**config.mk**
```make
export PLATFORM = sky130hd
export DESIGN_NAME = generic_fifo_sc
export DESIGN_NICKNAME = d
export VERILOG_FILES = /design/src/rtl/generic_fifo_sc.sv
export SDC_FILE = /design/constraint.sdc
export NUM_CORES = 2
export LEC_CHECK = 0
export BUFFER_PORTS_ARGS = -buffer_cell sky130_fd_sc_hd__buf_2
export CAP_MARGIN = 15
export CORE_UTILIZATION = 54
export CTS_CLUSTER_SIZE = 28
export DETAILED_ROUTE_END_ITERATION = 8
export GPL_TIMING_DRIVEN = 0
export PLACE_DENSITY = 0.69
export SLEW_MARGIN = 5
export SYNTH_ARGS = -nofsm -noshare
export SYNTH_HDL_FRONTEND = slang
export SYNTH_SLANG_ARGS = --single-unit
```
**constraint.sdc**
```tcl
create_clock -name clk -period 3.4 [get_ports clk]
set_clock_uncertainty 0.1 [all_clocks]
set_input_delay 0.51 -clock clk [delete_from_list [all_inputs] [get_ports clk]]
set_output_delay 0.51 -clock clk [all_outputs]
set_load 0.005 [all_outputs]
```
**src/rtl/generic_fifo_sc.sv**
```systemverilog
// Single-clock FIFO with a register-array store and a registered read port.
// Exposes exact and threshold flags, in both combinational and registered form, plus a coarse fill level.
module generic_fifo_sc #(
   parameter int dw = 8,
   parameter int aw = 8,
   parameter int n  = 9
) (
   input  logic          clk,
   input  logic          rst,
   input  logic          clr,
   input  logic [dw-1:0] din,
   input  logic          we,
   output logic [dw-1:0] dout,
   input  logic          re,
   output logic          full,
   output logic          empty,
   output logic          full_r,
   output logic          empty_r,
   output logic          full_n,
   output logic          empty_n,
   output logic          full_n_r,
   output logic          empty_n_r,
   output logic [1:0]    level
);

   localparam int           depth   = 1 << aw;
   localparam logic [aw:0]  cnt_max = (aw+1)'(depth);
   localparam logic [aw:0]  fn_thr  = (aw+1)'(depth - n);
   localparam logic [aw:0]  en_thr  = (aw+1)'(n);
   localparam logic [aw:0]  cnt_one = (aw+1)'(1);
   localparam logic [aw-1:0] ptr_one = aw'(1);

   logic [dw-1:0] mem [depth];
   logic [aw-1:0] wp;
   logic [aw-1:0] rp;
   logic [aw:0]   cnt;
   logic [aw:0]   cnt_next;
   logic          wr;
   logic          rd;

   assign wr = we & ~full;
   assign rd = re & ~empty;

   assign empty   = (cnt == '0);
   assign full    = (cnt == cnt_max);
   assign empty_n = (cnt < en_thr);
   assign full_n  = (cnt > fn_thr);
   assign level   = {2{cnt[aw]}} | cnt[aw-1:aw-2];

   // The registered flags are loaded from the next count so they track the combinational ones exactly.
   always_comb begin
      cnt_next = cnt;
      if (clr)
         cnt_next = '0;
      else if (wr && !rd)
         cnt_next = cnt + cnt_one;
      else if (rd && !wr)
         cnt_next = cnt - cnt_one;
   end

   always_ff @(posedge clk)
      if (wr && !clr)
         mem[wp] <= din;

   always_ff @(posedge clk or negedge rst)
      if (!rst) begin
         wp        <= '0;
         rp        <= '0;
         cnt       <= '0;
         dout      <= '0;
         empty_r   <= 1'b1;
         empty_n_r <= 1'b1;
         full_r    <= 1'b0;
         full_n_r  <= 1'b0;
      end else begin
         cnt       <= cnt_next;
         empty_r   <= (cnt_next == '0);
         full_r    <= (cnt_next == cnt_max);
         empty_n_r <= (cnt_next < en_thr);
         full_n_r  <= (cnt_next > fn_thr);
         if (clr) begin
            wp <= '0;
            rp <= '0;
         end else begin
            if (wr)
               wp <= wp + ptr_one;
            if (rd) begin
               rp   <= rp + ptr_one;
               dout <= mem[rp];
            end
         end
      end

endmodule

```
### Word level (Yosys, flattened, before mapping)

Memory sizes are Yosys's and may differ from the RTL's. A register that Yosys moved wholly into a read port is not among the register bits.
Cells that the tools add are included.

| cells by class | value |
|---|---|
| add/subtract/negate cells | 4 |
| magnitude comparators | 4 |
| eq/ne operators | 2 |
| multiplexer cells | 9 |
| bitwise logic cells | 6 |
| reductions and logical operators | 12 |

Operators with widths:

| operator | number |
|---|---|
| $mux 8 | 4 |
| $mux 9 | 3 |
| $eq 9x9->1 const B | 2 |
| $gt 9x8->1 const B | 2 |
| $logic_not 9->1 | 2 |
| $lt 9x4->1 const B | 2 |
| $add 8x1->8 const B | 2 |
| $add 9x1->9 const B | 1 |
| $sub 9x1->9 const B | 1 |
| $logic_not 1->1 | 4 |
| $reduce_bool 2->1 | 2 |
| $logic_and 1x1->1 | 3 |
| $not 1->1 | 3 |
| $and 1x1->1 | 2 |
| $mux 1 | 2 |
| $or 2x2->2 | 1 |
| $reduce_and 2->1 | 1 |

| storage, ports and cells | value |
|---|---|
| register bits after elaboration | 29 |
| bits in writable memories | 2,048 |
| output and inout bits | 18 |
| logic and storage cells | 45 |
| memories | 1 |

Memories:

| name | words | width | read ports | clocked after Yosys merged registers in | write ports | line | RTL |
|---|---|---|---|---|---|---|---|
| mem | 256 | 8 | 1 | 1 | 1 | 33 | `logic [dw-1:0] mem [depth];` |

### Depth between registers and ports, before layout

| depth | value |
|---|---|
| depth in word-level cells | 9 |
| mapped depth | 13 |

### Worst setup path after synthesis

Ideal clock, no wire load.

| timing path | value |
|---|---|
| kind | register to register |
| start point | register cnt[1] |
| end point | memory mem[213][0] (enable) |
| arrival | 2.564 ns |
| path slack | 0.366 ns |
| stages on the path, launching flop included | 10 |
| clock period less this slack | 3.034 ns |
| cells stage by stage | dfrtp_1 inv_1 ha_1 nor4b_2 a31oi_1 nand2_1 nor3_1 nand3_1 clkbuf_1 nor2_1 |

| on the way | value |
|---|---|
| word-level cells in the longest chain between the ends | 6 |

Ends and longest elaborated chain:

| element | line | RTL |
|---|---|---|
| from (decl) | 36 | `logic [aw:0] cnt;` |
| from (signal assigned) | 76 | `cnt <= cnt_next;` |
| $eq 9x9->1 | 45 | `assign full = (cnt == cnt_max);` |
| $not 1->1 | 41 | `assign wr = we & ~full;` |
| $and 1x1->1 | 41 |  |
| $logic_and 1x1->1 | 62 | `if (wr && !clr)` |
| $mux 1 | 62 |  |
| $mux 1 (implied by the code) | 63 | `mem[wp] <= din;` |
| to (decl) | 33 |  |

Every way passes these cells.

### Final worst setup path

| timing path | value |
|---|---|
| start point | register wp[2] |
| end point | memory mem[172][2] (enable) |

RTL lines:

| element | line | RTL |
|---|---|---|
| from (decl) | 34 | `logic [aw-1:0] wp;` |
| from (signal assigned) | 86 | `wp <= wp + ptr_one;` |

Straight into the memory's write port.

==> results.cfg <==
[status]
run_status = finished with violations
violations = setup timing

[worst_setup_path]
worstPathArrival_ns = 3.96
crit_path_end_kind = flip-flop
criticalPathCategory = reg -> reg
crit_family = simple AND/OR/NAND/NOR gates
reg2reg_slack_ns = -0.19
worstPathCellList = clkbuf_1, nand3_1, clkbuf_4, nor2_1
crit_slowest_cell = nand3_1
crit_fanout = 10
crit_path_max_incr_delay_ns = 0.97
cp-start-kind = flip-flop
crit_required_ns = 3.77
cp_num_buf_inv = 2

[flow_run]
cap_violations = 0

[clocking]
htree_levels = 4
cts_max_path_buffers = 3
numCtsBuffers = 203
clkTransAtPathRegs_ns = 0.06
cts_tree = yes
cts.sinks = 2085
clock-root-buffer = clkbuf_16
clock_latency_ns = 0.85

[logic_synthesis]
avgSynthCellArea_um2 = 20.5
yosysMostFrequentCell = edfxtp_1
ys_seq_elements = 2085
synth_flop_cell = edfxtp_1
synth_top_area_cell = edfxtp_1
synthCells = 3976
synth_edf_count = 2048
ys_warn_count = 0
synth.top_cells.by_count = edfxtp_1 (2048), mux4_2 (448), nor2_1 (307), mux2i_1 (237), clkbuf_1 (131)
synth_nets = 3996
synth_area_leaders = edfxtp_1 (75%), mux4_2 (12%), mux2i_1 (2.9%), nor2_1 (1.4%), o221ai_1 (1.2%)
synth-seq-area-share_pct = 76.5
ys_async_sr_fraction_pct = 1.77
synth_cell_type_count = 75
netlist.area_leader.share_pct = 75.4
synth_area_um2 = 81600

[routing]
drtIter0Drc = 5682
wire_per_inst_um = 34.7
drt-total-wl_mm = 223
vias = 43000
ant_nets = 0
dr.pass1.iters = 8
vias_per_cell = 6.67
drc = 0

[global_route]
grt-ovfl-total = 0
grt_pass1_wl_mm = 314
grt_usage_pct = 29.7
antenna_found_initial = 9
grt_max_degree = 151
grt_pass1_vias = 42100

[die]
io_pins = 31
die-area_um2 = 153000
die_w_um = 391
row_count = 142
core-area_um2 = 150000
start_util_pct = 54.4
die_h_um = 391

[sta]
whs_ns = 0.0616
slew_violations = 0
rsz0062_at_grt = yes
period_needed_ns = 3.59
fmax_mhz = 278
setup_viol = 176
tightest_slew_ns = 1.30
hold_viol_final = 0
final.setup.tns_ns = -9.02
relSlewSlack_pct = 13.3
setup_ws_ns = -0.193
finalCritPeriodShare_pct = 106

[cells_and_area]
drive_above_1_share_pct = 30.1
areaGrowthSynthToFinish_pct = 15.5
final_nets = 4266

[pwr]
ir_worst_vdd_uv = 615
p_leak_nw = 28.4
power_density_nw_per_um2 = 650
power_mw = 61.2

[min_path]
hold_path_class = in -> reg

[place]
dpl.hpwl_mm = 144
port_buffers = 29
gp_congestion = 0.972
## layout by cell type, fill, tap and decap left out, drive strengths merged, types with 23 or more instances in the layout
cell,netlist,layout
edfxtp,2048,2048
mux4,448,448
clkbuf,132,383
nor2,307,307
mux2i,237,237
buf,114,187
o221ai,109,109
clkinv,1,83
a21oi,72,72
nand2,69,69
o22ai,56,56
nor3,48,48
o21ai,46,46
dfrtp,35,35
nand3,26,26
inv,17,23
## flip-flops by register name, indices dropped and copies added (netlist names)
name,flops
mem,2048
empty_n_r,1
full_n_r,1
dout,8
empty_r,1
wp,8
cnt,9
rp,8
full_r,1
## routing by layer
metal	global-route usage, %	vias to the layer above	wire length [um]
li1	-	17100	-
met1	41.2	22600	83500
met2	45.2	2705	105000
met3	7.09	517	25200
met4	13.0	14	9730
met5	0	-	91
## power by group
part / internal [mW] / leakage [nW] / switching (mW) / total (mW)
Combinational: 4.47 / 6.28 / 5.78 / 10.3
Clock: 12.9 / 3.24 / 9.64 / 22.5
Sequential: 28.3 / 18.9 / 0.156 / 28.5
## cell type report
type / instances / area [um^2]
Fill cell: 10100 / 55800
Timing Repair Buffer: 67 / 902
Clock inverter: 112 / 1160
Buffer: 244 / 1810
Sequential cell: 2085 / 62400
Clock buffer: 265 / 5470
Tap cell: 2016 / 2520
Antenna cell: 3 / 7.51
Multi-Input combinational cell: 1627 / 19800
Inverter: 18 / 68.8
## timing repair
item	in CTS	in global routing
setup buffers	9	12
hold buffers	3	0
endpoints found under the hold margin	37	0
resized for setup	602	164
pin swaps	17	14
endpoints found under the setup margin	2063	1975
cloned	0	0
## through the flow
| stage | instance area (um^2) | util, % | cells | worst slack [ns] |
|---|---|---|---|---|
| after floorplan | 81600 | - | 3976 | 0.366 |
| after global placement | 84200 | 56.2 | 6021 | -1.77 |
| after detailed placement | 84600 | 56.4 | 6035 | -1.34 |
| after CTS | 93500 | 62.3 | 6422 | -0.214 |
| after global routing | 94200 | 62.8 | 6434 | -0.208 |
| final | 94200 | 62.8 | 6437 | -0.193 |
## cells by family (layout without fill, tap and decap cells)
family / after synthesis / count (layout) / share of synthesized area [%]
flip-flops: 2085 / 2085 / 76.5
multiplexers: 686 / 686 / 15.3
AND/OR/NAND/NOR: 536 / 536 / 2.91
AO/OA/AOI/OAI: 383 / 383 / 3.35
buffers and inverters: 264 / 706 / 1.63
XOR/XNOR: 15 / 15 / 0.161
adder cells (fa/ha/maj): 7 / 7 / 0.107
other: 0 / 3 / 0
## final timing paths
check	from	endpoint	depth (start not counted)
worst max-delay path	wp[2]$_DFFE_PN0P_	mem[172][2]$_DFFE_PP_	4
max in group asynchronous	rst	cnt[1]$_DFF_PN0_	2
worst min register to register	rp[7]$_DFFE_PN0P_	rp[7]$_DFFE_PN0P_	2
min in group asynchronous	rst	cnt[2]$_DFF_PN0_	2
worst max register to register	wp[2]$_DFFE_PN0P_	mem[172][2]$_DFFE_PP_	4
worst min-delay path	din[7]	mem[116][7]$_DFFE_PP_	1
Power figures use the tool's default switching activity.
